`src/rtl/chart_sequencer.sv`:
```
// Rhythm-chart feeder for pattern_manager: presents the next upcoming chart entry.
// Latency: first entry 2 clocks after start; each advance takes 2 clocks (FETCH then load).
// Backpressure: none; pacing comes only from counter10h passing each entry timestamp.
//
// Ports:
//   clock, reset_n          system clock, asynchronous active-low reset
//   start                   one-cycle pulse, (re)start playback from entry 0
//   counter10h              game time from game_clock
//   chart_len               number of valid entries, sampled on start (clamped to DEPTH)
//   wr_en/wr_addr/wr_data   chart RAM write port, honoured only in IDLE and DONE
//   pattern_with_timestamp  {timestamp[9:0], pattern[7:0]} of the presented entry
//   entry_valid             presented entry is a real chart entry
//   entry_index             index of the presented entry
//   done                    chart exhausted or game time wrapped
module chart_sequencer #(
  parameter int          ADDR_W = 6,
  parameter int          DEPTH  = 64,
  parameter logic [9:0]  END_TS = 10'h3FF
) (
  input  logic              clock,
  input  logic              reset_n,
  input  logic              start,
  input  logic [9:0]        counter10h,
  input  logic [ADDR_W:0]   chart_len,
  input  logic              wr_en,
  input  logic [ADDR_W-1:0] wr_addr,
  input  logic [17:0]       wr_data,
  output logic [17:0]       pattern_with_timestamp,
  output logic              entry_valid,
  output logic [ADDR_W-1:0] entry_index,
  output logic              done
);

  typedef enum logic [2:0] {IDLE, PRIME, FETCH, WAIT, DONE} state_t;

  localparam logic [ADDR_W:0] DEPTH_L  = (ADDR_W+1)'(DEPTH);
  localparam logic [ADDR_W:0] ONE_L    = (ADDR_W+1)'(1);
  localparam logic [17:0]     END_WORD = {END_TS, 8'h00};

  state_t            state, state_d;
  logic [ADDR_W:0]   len, len_d;
  logic [9:0]        last_counter;
  logic [ADDR_W-1:0] rd_addr_q, rd_addr_d;
  logic              rd_en;
  logic [17:0]       rd_data;
  logic [17:0]       mem [DEPTH];

  logic [17:0]       pwt_d;
  logic              vld_d;
  logic [ADDR_W-1:0] idx_d;
  logic              done_d;

  logic [ADDR_W:0]   len_clamped;
  logic [ADDR_W:0]   next_idx;
  logic              in_play;
  logic              wrap;
  logic              advance;
  logic              wr_ok;

  assign len_clamped = (chart_len > DEPTH_L) ? DEPTH_L : chart_len;
  assign next_idx    = {1'b0, entry_index} + ONE_L;
  assign in_play     = (state == PRIME) || (state == FETCH) || (state == WAIT);
  // Time going backwards means either a 10-bit wrap or a game_clock reset.
  assign wrap        = counter10h < last_counter;
  // Strict compare keeps the entry visible through the tick equal to its timestamp.
  assign advance     = counter10h > pattern_with_timestamp[17:8];
  // Chart may only be rewritten while nothing is reading it.
  assign wr_ok       = wr_en && ((state == IDLE) || (state == DONE));

  // Outputs are computed here as next values and registered below, so no
  // input reaches an output combinationally.
  always_comb begin
    state_d   = state;
    len_d     = len;
    rd_en     = 1'b0;
    rd_addr_d = rd_addr_q;
    pwt_d     = pattern_with_timestamp;
    vld_d     = entry_valid;
    idx_d     = entry_index;
    done_d    = done;

    if (start) begin
      // Restart wins over wrap and advance from any state.
      len_d  = len_clamped;
      done_d = 1'b0;
      if (len_clamped == '0) begin
        state_d = DONE;
        pwt_d   = END_WORD;
        vld_d   = 1'b0;
        done_d  = 1'b1;
      end else begin
        rd_en     = 1'b1;
        rd_addr_d = '0;
        state_d   = PRIME;
      end
    end else if (in_play && wrap) begin
      state_d = DONE;
      pwt_d   = END_WORD;
      vld_d   = 1'b0;
      done_d  = 1'b1;
    end else begin
      case (state)
        PRIME, FETCH: begin
          pwt_d   = rd_data;
          vld_d   = 1'b1;
          idx_d   = rd_addr_q;
          state_d = WAIT;
        end
        WAIT: begin
          if (advance) begin
            if (next_idx < len) begin
              rd_en     = 1'b1;
              rd_addr_d = next_idx[ADDR_W-1:0];
              state_d   = FETCH;
            end else begin
              state_d = DONE;
              pwt_d   = END_WORD;
              vld_d   = 1'b0;
              done_d  = 1'b1;
            end
          end
        end
        default: ;
      endcase
    end
  end

  always_ff @(posedge clock or negedge reset_n) begin
    if (!reset_n) begin
      state                  <= IDLE;
      len                    <= '0;
      last_counter           <= '0;
      rd_addr_q              <= '0;
      pattern_with_timestamp <= END_WORD;
      entry_valid            <= 1'b0;
      entry_index            <= '0;
      done                   <= 1'b0;
    end else begin
      state                  <= state_d;
      len                    <= len_d;
      last_counter           <= counter10h;
      rd_addr_q              <= rd_addr_d;
      pattern_with_timestamp <= pwt_d;
      entry_valid            <= vld_d;
      entry_index            <= idx_d;
      done                   <= done_d;
    end
  end

  // Chart RAM: contents survive reset; read data lands one clock after rd_en.
  always_ff @(posedge clock) begin
    if (wr_ok) begin
      mem[wr_addr] <= wr_data;
    end
    if (rd_en) begin
      rd_data <= mem[rd_addr_d];
    end
  end

endmodule

```
`config.mk`:
```
export PLATFORM = sky130hd
export DESIGN_NAME = chart_sequencer
export DESIGN_NICKNAME = d
export VERILOG_FILES = /design/src/rtl/chart_sequencer.sv
export SDC_FILE = /design/constraint.sdc
export NUM_CORES = 2
export LEC_CHECK = 0
export CAP_MARGIN = 15
export CORE_ASPECT_RATIO = 0.8
export CORE_MARGIN = 5
export CORE_UTILIZATION = 50
export DETAILED_ROUTE_END_ITERATION = 8
export DONT_BUFFER_PORTS = 1
export SLEW_MARGIN = 20
export SYNTH_ARGS = -nofsm -noshare
export SYNTH_HDL_FRONTEND = slang
export SYNTH_SLANG_ARGS = --single-unit
```
`constraint.sdc`:
```
create_clock -name clock -period 10.81 [get_ports clock]
set_input_delay 1.081 -clock clock [delete_from_list [all_inputs] [get_ports clock]]
set_output_delay 1.081 -clock clock [all_outputs]
set_load 0.03 [all_outputs]
```
==> results.tsv <==
metric	value	unit
cts_tree	built	
place.gp.congestion	0.881	
die_area	107000	um2
crit_start	entry_index[1]	
ant_nets	0	
path_buf_inv	5	
antenna_found_initial	8	
timing.rr.end	rd_data[6]	
clock_sinks	1222	
rr_worst_depth	18	
skew	31.2	ps
drt_iter0_drc	4121	
rsz0062_at_grt	false	
clock_path_buffers	3	
hold_viol	0	
cp.required	11300	ps
r2r-start	entry_index[1]	
num_rows	103	
worst_setup_path_start_kind	flop	
nFillCells	7848	
synth_edf_count	1170	
die_w	364	um
powerDensity	180	nW/um2
detail_route.vias_per_cell	6.36	
status	complete, no violations	
final.setup.tns	0	ps
numCtsBuffers	115	
ir_drop	0.000144	V
synth_area_leaders	edfxtp_1 (70%), nand2_1 (4.3%), mux2i_1 (2.1%), nand3_1 (2.1%), dfrtp_1 (2.1%)	
firstDrtPassIters	6	
yosysUniqueCellTypes	72	
synthesis.area	50000	um2
gr-usage-all-layers	26.9	%
vias	30943	
root_buffer	clkbuf_16	
clkTransAtPathRegs	60	ps
cp_top_family	buffers and inverters	
drive_gt1_share	11.6	%
setup-violations-final	0	
worstSetupPathType	flop to flop	
fin_nets	3533	
p_leak	0.0192	uW
io_pins	71	
synthArstFlopShare	4.26	%
critPathSlowestCell	buf_4	
ys_ff_latch	1222	
grt_max_degree	155	
die_h	293	um
cp.depth	18	
detail_route.wl_per_cell	29.8	um
syn_nets	3542	
grt_overflow_total	0	
slew_headroom	13.7	%
worstSkewPairLatency	750	ps
fin_crit	7160	ps
hold_class	input pin to asynchronous set/reset pin	
yosys_warnings	0	
ys_top_cells_by_count	edfxtp_1 (1,170), nand2_1 (579), nand3_1 (214), clkbuf_1 (162), o21ai_0 (139)	
crit_end	rd_data[6]	
synth_top_area_cell	edfxtp_1	
period_share	66.3	%
critPathMaxStageDelay	740	ps
area_delta_synth_final	10.6	%
synth_seq_area_share	72.9	%
critPathArrivalTime	7650	ps
netlist.area_leader.share	70.2	%
synthFlopType	edfxtp_1	
crit_top_cell	buf_4	
cp-end-kind	flop	
wl	145000	um
dp_slack	3740	ps
initial_core_util	50.5	%
dp_hpwl	81700	um
first_global_vias	29435	
grt_pass1_wl	208000	um
htree_levels	3	
drv_cap	0	
coreArea	99000	um2
netlist_instances	3471	
drv_slew	0	
port_buffers	0	
postCtsSetupBuffers	0	
yosysMostFrequentCell	edfxtp_1	
crit_chain	ha_1 -> nand3_1 -> xor2_1 -> inv_1 -> ha_1 -> nand4_1 -> o21ai_0 -> or3_1 -> buf_4 -> nor3_4 -> buf_4 -> nor2_8 -> buf_4 -> buf_4 -> mux2_1 -> a221o_1 -> a211o_1 -> o2111a_1	
worstMarginPinSlew	1280	ps
reg2reg_slack	3650	ps
avgSynthCellArea	14.4	um2
fmax	140	MHz
drcViolationCount	0	
crit_path_max_fanout	55	
fin_ws	3650	ps
[placed cells by master (no fill, tap or decap), drive strengths merged, types with 90 or more instances in the layout]
master	Yosys	routed
edfxtp	1170	1170
nand2	579	579
nand3	214	214
o21ai	145	145
clkbuf	162	144
buf	79	113
mux2i	107	107
nor2	104	104
and3	93	93
mux2	90	90
[metal layers]
metal	GRT usage, %	vias up	share of wire (%)	wire [um]
met5	0	-	0.026	38
met4	8.65	6	3.4	5010
met3	7.85	218	11	16100
met2	40.7	1614	45	65500
met1	37.8	15699	40	58500
li1	-	13406	-	-
[flip-flops by register name, summed over array words and instances, names as in the netlist]
register,count
mem,1152
pattern_with_timestamp,18
rd_data,18
last_counter,10
len,7
entry_index,6
rd_addr_q,6
state,3
done,1
entry_valid,1
[power by group]
group	switching, uW	internal [uW]	leakage, uW	total [uW]
registers	151	5270	0.0112	5420
logic	439	196	0.00627	635
clock network	1750	2150	0.00175	3900
[worst min-delay path by stage]
| stage | startpoint | to | slack [ps] |
|---|---|---|---|
| global placement | rd_addr_q[0] | entry_index[0] | 510 |
| floorplan | rd_data[4] | pattern_with_timestamp[4] | 450 |
| CTS | reset_n | len[0] | 2 |
| global route | reset_n | len[6] | 0.2 |
| detailed placement | rd_addr_q[0] | entry_index[0] | 500 |
| finish | reset_n | len[0] | 40 |
[kinds of logic (layout without fill, tap and decap cells)]
family          count (synthesis)  count (layout)  share of synthesized area (%)
fa+ha+maj                      26              26                          0.650
other cells                     0               2                              0
mux                           197             197                           4.29
buf+inv                       293             377                           2.56
simple gates                 1071            1071                           9.55
flops                        1222            1222                           72.9
compound gates                657             657                           10.0
xor+xnor                        5               5                         0.0875
[timing repair]
item                                   4_1_cts  5_1_grt
resized for setup                            0        0
endpoints found under the hold margin       17        0
hold buffers                                 2        0
[through the flow]
step	cells	area [um2]	power, uW	utilization, %	hold WS (ps)
floorplan	3471	50000	5920	-	449
global placement	4655	51600	6130	52.2	513
detailed placement	4655	51700	6140	52.2	502
CTS	4867	55300	9990	55.8	2.10
global route	4867	55300	10300	55.9	0.157
finish	4869	55300	9950	55.9	40.9
[area by class of cell]
type | count | area (um2) | share of cell area (%)
inverter | 52 | 203 | 0.366
tap | 1312 | 1640 | 2.97
multi-input combinational | 1956 | 12500 | 22.7
antenna | 2 | 5.00 | 0.00905
clock inverter | 66 | 562 | 1.02
clock buffer | 144 | 3030 | 5.47
sequential | 1222 | 36400 | 65.9
timing repair buffer | 115 | 893 | 1.62
Note: power is estimated with default switching activity, not from simulation.
